## src/rtl/condicionador_botoes.sv

```systemverilog
// Push-button conditioning: 2-flop synchroniser, debounce filter and one-hot
// validation feeding a clean, held play onto the game datapath's botoes bus.
//
//   state    | meaning
//   ---------+-------------------------------------------------------------
//   OCIOSO   | idle, waiting for a non-zero synchronised press (habilita=1)
//   FILTRA   | candidate must stay stable DEBOUNCE_CYCLES cycles
//   ATIVO    | valid one-hot play held on botoes
//   SOLTA    | waiting for a debounced full release before re-arming
//   INVALIDO | multi-key combination rejected, multiplo held
module condicionador_botoes #(
  parameter int DEBOUNCE_CYCLES = 100,
  parameter int CNT_W           = $clog2(DEBOUNCE_CYCLES)
) (
  input  logic       clock,
  input  logic       reset_n,
  input  logic [3:0] botoes_brutos,
  input  logic       habilita,
  output logic [3:0] botoes,
  output logic       pressionado,
  output logic       multiplo,
  output logic [3:0] db_estado
);

  typedef enum logic [3:0] {
    OCIOSO   = 4'd0,
    FILTRA   = 4'd1,
    ATIVO    = 4'd2,
    SOLTA    = 4'd3,
    INVALIDO = 4'd4
  } estado_t;

  localparam logic [CNT_W-1:0] CNT_CARGA = CNT_W'(DEBOUNCE_CYCLES - 1);
  localparam logic [CNT_W-1:0] CNT_UM    = CNT_W'(1);

  estado_t          estado;
  logic [3:0]       sync1;
  logic [3:0]       s;
  logic [3:0]       candidato;
  logic [CNT_W-1:0] cnt;
  logic             um_quente;

  assign um_quente = (candidato != 4'd0) && ((candidato & (candidato - 4'd1)) == 4'd0);
  assign db_estado = estado;

  // Debounce timer counts down from DEBOUNCE_CYCLES-1; terminal count is zero.
  always_ff @(posedge clock or negedge reset_n) begin
    if (!reset_n) begin
      estado      <= OCIOSO;
      sync1       <= 4'd0;
      s           <= 4'd0;
      candidato   <= 4'd0;
      cnt         <= '0;
      botoes      <= 4'd0;
      pressionado <= 1'b0;
      multiplo    <= 1'b0;
    end else begin
      sync1       <= botoes_brutos;
      s           <= sync1;
      pressionado <= 1'b0;
      case (estado)
        OCIOSO: begin
          if ((s != 4'd0) && habilita) begin
            candidato <= s;
            cnt       <= CNT_CARGA;
            estado    <= FILTRA;
          end
        end
        FILTRA: begin
          if (s == 4'd0) begin
            estado <= OCIOSO;
          end else if (s != candidato) begin
            candidato <= s;
            cnt       <= CNT_CARGA;
          end else if (cnt != '0) begin
            cnt <= cnt - CNT_UM;
          end else if (um_quente) begin
            estado      <= ATIVO;
            botoes      <= candidato;
            pressionado <= 1'b1;
          end else begin
            estado   <= INVALIDO;
            multiplo <= 1'b1;
          end
        end
        ATIVO: begin
          // Any change, release or an extra key, ends the play at once.
          if (s != candidato) begin
            cnt    <= CNT_CARGA;
            estado <= SOLTA;
            botoes <= 4'd0;
          end
        end
        INVALIDO: begin
          if (s == 4'd0) begin
            cnt      <= CNT_CARGA;
            estado   <= SOLTA;
            multiplo <= 1'b0;
          end
        end
        SOLTA: begin
          if (s != 4'd0) begin
            cnt <= CNT_CARGA;
          end else if (cnt == '0) begin
            estado <= OCIOSO;
          end else begin
            cnt <= cnt - CNT_UM;
          end
        end
        default: begin
          estado <= OCIOSO;
        end
      endcase
    end
  end

endmodule

```

## config.mk

```make
export PLATFORM = sky130hd
export DESIGN_NAME = condicionador_botoes
export DESIGN_NICKNAME = d
export VERILOG_FILES = /design/src/rtl/condicionador_botoes.sv
export SDC_FILE = /design/constraint.sdc
export NUM_CORES = 1
export LEC_CHECK = 0
export CORE_MARGIN = 5
export CORE_UTILIZATION = 55
export DETAILED_ROUTE_END_ITERATION = 8
export MAX_ROUTING_LAYER = met4
export PLACE_DENSITY = 0.79
export SETUP_SLACK_MARGIN = 0.5
export SYNTH_ARGS = -nofsm -noshare
export SYNTH_HDL_FRONTEND = slang
export SYNTH_SLANG_ARGS = --single-unit
```

## constraint.sdc

```tcl
create_clock -name clock -period 5.05 [get_ports clock]
set_input_delay 1.01 -clock clock [delete_from_list [all_inputs] [get_ports clock]]
set_output_delay 1.01 -clock clock [all_outputs]
set_load 0.005 [all_outputs]
```

After elaboration in Yosys (flattened, before gate mapping). Index checks and enable logic that the tools add are counted.

Bitwise operators: 1. Eq/ne operators: 20. Add/sub/neg operators: 2. Reductions and logical operators: 18. Multiplexer cells: 40. $lt $le $gt $ge: 0. Divide/modulo/power cells: 0. Shifts and indexed selects: 0. Multipliers: 0.

Operators by type and width (count): $mux 4 (16); $mux 7 (8); $pmux 7 s5 (1); $ne 2x2->1 const B (11); $pmux 4 s5 (1); $pmux 4 s2 (2); $reduce_and 7->1 (2); $logic_not 4->1 (3); $ne 3x3->1 const B (4); $reduce_and 6->1 (2); $mux 1 (10); $eq 4x2->1 const B (2); $reduce_bool 4->1 (2); $logic_not 7->1 (1); $reduce_bool 7->1 (1); $sub 7x1->7 const B (1); $reduce_bool 2->1 (3); $reduce_bool 5->1 (1); $and 4x4->4 (1); $eq 4x1->1 const B (1); $eq 4x3->1 const B (1); $ne 4x4->1 (1); $reduce_and 4->1 (1); $sub 4x1->4 const B (1); other kinds (3) (4).

Register bits after elaboration: 29. Memories: 0. Logic and storage cells: 89. Memory bits (read-only): 0. Bits in writable memories: 0. Bits in latches: 0. Bits of input ports: 7. Output and inout port bits: 10.

Logic depth before layout (Yosys ltp). Gate-level depths: netlist (run 1).

Depth in word-level cells: 9. Gate-level depth with buffers: 8. Mapped depth without buffers: 8.

Worst setup path before layout (run 1). No wires, ideal clock.

Kind: input to register. From: in habilita. To: reg cnt[3]. Data required time: 4929 ps. Path buffers: 0. Setup time: 121 ps. Stages on the path: 6. Path slack: 2904 ps. Arrival: 2025 ps. Cells stage by stage: nor2_1 -> or3_1 -> a32o_1 -> inv_2 -> o21ai_0 -> a22o_1.

Word-level cells in the longest chain between the ends: 3.

RTL lines: from (decl) (line 18) `input logic habilita,`; $logic_and 1x1->1 (line 63) `if ((s != 4'd0) && habilita) begin`; $ne 2x2->1 (no source line); $reduce_and 7->1 (no source line); to (signal assigned) (line 76) `cnt <= cnt - CNT_UM;`; to (signal assigned) (line 107) `cnt <= cnt - CNT_UM;`; to (decl) (line 40) `logic [CNT_W-1:0] cnt;`.

No other way between the ends. A chain may end at the register's enable or synchronous reset.

Worst setup path in the final report (run 1).
From: reg estado[1] (netlist: db_estado[1]). To: out db_estado[1].

RTL lines: from (decl) (line 36) `estado_t estado;`; from (signal assigned) (line 49) `estado <= OCIOSO;`; from (signal assigned) (line 66) `estado <= FILTRA;`; from (signal assigned) (line 71) `estado <= OCIOSO;`; to (decl) (line 22) `output logic [3:0] db_estado`.

No word-level cell between the ends.

==> flow_summary.ini, run 1 <==
[route]
via_per_inst = 5.80
drc_errors = 0
wl_per_cell_um = 13.5
vias = 1020
ant_nets = 0
wl_um = 2370
drt_iter0_drc = 25
firstDrtPassIters = 4

[sta]
setup_tns_ns = 0
final_max_slew_viol_count = 0
rsz0062_at_grt = no
fin_worst_skew_ns = 0.00619
hold_violations = 0
fin_crit_sh = 0.488
slew_headroom = 0.433
hold_ws_ns = 0.368
worstMarginPinSlew_ns = 0.843
fin_crit_ns = 2.46
fmax_mhz = 406
setup_violations = 0

[global_route]
grt_pass1_wl_um = 4060
antenna_found_initial = 0
grtUsageTotal = 0.152
grt_max_degree = 29
grt-ovfl-total = 0
grt_pass1_vias = 990

[clocking]
cts_post_setup_buffers_inserted = 0
cts_tree = built
cts_hold_buf = 0
cts_resized = 0
h-tree-depth = 1
clockRootBuffer = clkbuf_4
clockBufferDepth = 2
numCtsBuffers = 3
cts_sinks = 28
clkLatencyLatePin_ns = 0.33
clkTransAtPathRegs_ns = 0.15

[yosys]
ys_ff_latch = 28
synth_top_area_frac = 0.510
synth.cells.most_frequent = dfrtp_1, nand2_1, nor2_1, nor3_1
yosysSeqAreaShare = 0.510
mappedNetlistArea_um2 = 1370
syn_inst = 132
synthArstFlopShare = 1.00
synth_area_per_cell_um2 = 10.4
ys.flop_type = dfrtp_1
syn_nets = 141
yosysTopAreaCell = dfrtp_1
synth-warning-count = 0
yosysMostFrequentCell = dfrtp_1
synth_edf_count = 0
synth_area_leaders = dfrtp_1, mux2_2, nand2b_1
synth.distinct_cells = 45

[placement]
port_buffers = 15
dpl.hpwl_um = 1720
gp_congestion = 0.785

[finish]
final_nets = 156
drive_gt1_frac = 0.130
n_antenna_cell = 0
syn_to_final_growth_pct = 14.8
fillers = 195

[setup_path]
crit_arrival_ns = 1.45
cp_max_fo = 12
rrSetupSlack_ns = 2.76
r2r_cells = 5
max_stage_delay_ns = 0.57
cp_slowest_cell = clkdlybuf4s50_1
required_ns = 4.04
cp-end-kind = primary output
crit_buf_inv = 1
reg2reg_from = candidato[3]$_DFFE_PN0P_
critPathLaunchType = flip-flop
crit_type = reg -> out
crit_chain = clkdlybuf4s50_1
reg2reg_to = cnt[2]$_DFFE_PN0P_
crit_family = buffers and inverters

[worst_hold_path]
hold_path_class = reg -> reg
min_delay_path_depth = 0
min_to = s[0]$_DFF_PN0_
hp-start = sync1[0]$_DFF_PN0_

[die]
placeableCoreArea_um2 = 2430
die_width_um = 60.0
initial_core_util = 0.565
io_pins = 17
fp-row-count = 18
fp.dieArea_um2 = 3600
die_h_um = 60.0

[run]
drv_cap = 0

[power]
leakage_nw = 0.662
p_per_area_nw_per_um2 = 423
ir_drop_mv = 0.258

[run_status]
status = completed
## flip-flops by register name, summed over array words and instances, names as in the netlist
name and count:
botoes 4, pressionado 1, sync1 4, candidato 4
db_estado 3, cnt 7, s 4, multiplo 1
## how the worst max path moves through the flow
stage	cells after the start	startpoint	slack, ns	to
2_1_floorplan	6	habilita	2.90	cnt[3]$_DFFE_PN0P_
3_3_place_gp	7	habilita	2.34	cnt[4]$_DFFE_PN0P_
3_5_place_dp	7	habilita	2.32	cnt[4]$_DFFE_PN0P_
4_1_cts	1	db_estado[1]$_DFFE_PN0P_	2.58	db_estado[1]
5_1_grt	1	db_estado[1]$_DFFE_PN0P_	2.49	db_estado[1]
6_report	1	db_estado[1]$_DFFE_PN0P_	2.59	db_estado[1]
## area by class of cell
cell class / count / area, µm² / share of cell area
clock buffers: 3 / 22.5 / 0.0143
clock inverters: 1 / 30.0 / 0.0190
inverters: 4 / 15.0 / 0.00952
multi-input cells: 94 / 613 / 0.389
flip-flops and latches: 28 / 701 / 0.444
well taps: 30 / 37.5 / 0.0238
repair buffers: 16 / 158 / 0.100
## routing by layer
layer / global-route usage / vias up / wire [µm]
li1: - / 502 / -
met1: 0.178 / 472 / 1050
met2: 0.250 / 38 / 1080
met3: 0.0346 / 8 / 176
met4: 0.0633 / 0 / 61
met5: - / - / 0
## per-stage QoR
step | util | cell area, µm² | worst slack [ns] | cells | power [mW]
2_1_floorplan | - | 1370 | 2.90 | 132 | 0.470
3_3_place_gp | 0.627 | 1520 | 2.34 | 172 | 0.518
3_5_place_dp | 0.627 | 1520 | 2.32 | 172 | 0.524
4_1_cts | 0.648 | 1580 | 2.58 | 176 | 0.669
5_1_grt | 0.648 | 1580 | 2.49 | 176 | 0.712
6_report | 0.648 | 1580 | 2.59 | 176 | 0.667
## cells in the final DEF, fill, tap and decap left out, drive strengths merged, types with 2 or more instances in the layout
master,instances
ha,2
clkdlybuf4s50,15
dfrtp,28
nand3,2
a22o,3
xor2,4
mux2,4
nor4,3
nand2,9
or4b,2
or3,3
or2b,2
or4,2
o21ai,8
nor3,8
nand2b,7
inv,4
a31oi,2
nor2,10
a21oi,4
clkbuf,3
## power by group
group | switching, mW | total (mW) | internal [mW]
sequential | 0.0527 | 0.309 | 0.256
clock | 0.0656 | 0.146 | 0.0803
combinational | 0.0959 | 0.212 | 0.116
## cell families (layout without fill, tap and decap cells)
kind of cell / after synthesis / count (layout) / synth area share
simple gates: 56 / 56 / 0.233
buf+inv: 10 / 24 / 0.0437
mux: 4 / 4 / 0.0328
fa+ha+maj: 2 / 2 / 0.0182
compound gates: 26 / 26 / 0.128
xor+xnor: 5 / 5 / 0.0319
flops: 28 / 28 / 0.510
other cells: 1 / 1 / 0.00273
Note: power is estimated with default switching activity, not from simulation.
==> run 2: changes to the inputs <==
Settings changed: CORE_UTILIZATION 55 to 54, PLACE_DENSITY 0.79 to 0.78.
Clock period 5.05 ns to 2.3 ns, I/O delays scaled along.
==> run 2 against run 1 <==
Net effect:
- combinational power rose to 3.9 times the previous value
- power rose to 2.7 times the previous value
- register-to-register slack got worse by 2.4 ns
- clock power rose by 120%
- critical endpoint is now multiplo$_DFFE_PN0P_
- sequential cell count did not move
- design area rose by 20%
- count of clock-buffer cells in the layout did not move
- via count rose by 20%
==> flow_summary.ini, run 2 (synthesis gave the netlist of run 1 again) <==
[route]
via_per_inst = 6.20
wl_met1_um = 1350
wl_per_cell_um = 17.6
vias = 1222
wl_um = 3470
routed.top_layer = met4
ant_nets = 0
drt_iter0_drc = 69
routed-wl-met3_um = 220
firstDrtPassIters = 4
drc_errors = 0
wl_met2_um = 1790

[clocking]
clkLatencyLatePin_ns = 0.34
h-tree-depth = 1
cts_sinks = 28
clkTransAtPathRegs_ns = 0.16
clockRootBuffer = clkbuf_4
clockBufferDepth = 2
numCtsBuffers = 3
cts_tree = built

[global_route]
grtUsageTotal = 0.201
grt-ovfl-total = 0
grt_pass1_wl_um = 5320
grt_pass1_vias = 1169
grt_max_degree = 29
antenna_found_initial = 0

[die]
die_width_um = 60.4
initial_core_util = 0.560
fp.dieArea_um2 = 3650
placeableCoreArea_um2 = 2450
fp-row-count = 18
die_h_um = 60.4
io_pins = 17

[run_status]
status = completed

[setup_path]
crit_path_frequent_cell = or4_4
cp-end-kind = flip-flop
cp_max_fo = 3
reg2reg_to = multiplo$_DFFE_PN0P_
crit_type = reg -> reg
required_ns = 2.57
rrSetupSlack_ns = 0.32
crit_chain = or4_4 > or4_4 > a31oi_4 > nand4b_1 > nand2_1
crit_arrival_ns = 2.25
cp_slowest_cell = or4_4
r2r_cells = 5
critPathLaunchType = flip-flop
max_stage_delay_ns = 0.58
reg2reg_from = s[2]$_DFF_PN0_

[sta]
fin_crit_sh = 0.862
hold_violations = 0
fmax_mhz = 505
fin_crit_ns = 1.98
fin_worst_skew_ns = 0.0213
setup_violations = 0
final_max_slew_viol_count = 0
rsz0062_at_grt = yes
setup_tns_ns = 0

[finish]
fillers = 144
layout_commonest_cell = dfrtp_1
drive_gt1_frac = 0.389
n_antenna_cell = 0
syn_to_final_growth_pct = 38.3
final_nets = 177
layout_common_cells = dfrtp_1, buf_4, clkdlybuf4s50_1, nand2_1, nor2_1
largest_reg_flops = 7
regMostFlops = cnt

[worst_hold_path]
hold_path_class = reg -> reg
min_delay_path_depth = 0
hp-start = sync1[3]$_DFF_PN0_
min_to = s[3]$_DFF_PN0_

[placement]
dpl.hpwl_um = 1900
gp_congestion = 0.861
port_buffers = 15

[power]
ir_drop_mv = 0.692
p_per_area_nw_per_um2 = 962
leakage_nw = 0.804
p_total_mw = 1.83

[run]
drv_cap = 0
run 2: per-stage QoR:
stage | hold WS [ns] | setup WS [ns] | util | cell area, µm² | std cells
floorplan | 0.164 | 0.442 | - | 1380 | 132
global placement | 0.332 | 0.163 | 0.630 | 1550 | 174
detailed placement | 0.340 | 0.124 | 0.630 | 1550 | 174
CTS | 0.372 | 0.316 | 0.719 | 1770 | 191
global route | 0.379 | 0.234 | 0.774 | 1900 | 197
finish | 0.372 | 0.318 | 0.774 | 1900 | 197
run 2: worst max-delay path by stage:
stage               slack (ns)          startpoint  cells past startpoint                    to
floorplan                 0.44      s[3]$_DFF_PN0_                      6    cnt[3]$_DFFE_PN0P_
global placement          0.16            habilita                      7    cnt[4]$_DFFE_PN0P_
detailed placement        0.12            habilita                      7    cnt[3]$_DFFE_PN0P_
CTS                       0.32  cnt[1]$_DFFE_PN0P_                      7    cnt[6]$_DFFE_PN0P_
global route              0.23  cnt[1]$_DFFE_PN0P_                      7    cnt[6]$_DFFE_PN0P_
finish                    0.32      s[2]$_DFF_PN0_                      5  multiplo$_DFFE_PN0P_
run 2: metal layers:
layer	vias to the layer above	track usage
li1	546	-
met1	599	0.230
met2	60	0.327
met3	17	0.0447
met4	0	0.111
met5	-	-
run 2: where the power goes:
group | internal, mW | switching, mW
clock | 0.176 | 0.146
sequential | 0.572 | 0.104
combinational | 0.420 | 0.409
total | 1.17 | 0.660
run 2: worst max-delay path: cells and delay by family (launching register included):
family / cells / cell delay (ns)
compound gates: 1 / 0.15
simple gates: 4 / 1.29
flops: 1 / 0.47
run 2: repair_timing:
| action | 4_1_cts | 5_1_grt |
|---|---|---|
| hold buffers | 0 | 0 |
| pin swaps | 7 | 7 |
| cloned | 1 | 0 |
| gates resized for setup | 21 | 19 |
| setup endpoints to repair | 18 | 21 |
| buffers inserted | 12 | 6 |
run 2: area by class of cell:
class | count | area [µm²] | area share
Clock buffer | 3 | 22.5 | 0.0119
Clock inverter | 1 | 30.0 | 0.0158
Inverter | 4 | 17.5 | 0.00922
Multi-Input combinational cell | 95 | 774 | 0.408
Sequential cell | 28 | 708 | 0.373
Tap cell | 30 | 37.5 | 0.0198
Timing Repair Buffer | 36 | 309 | 0.163
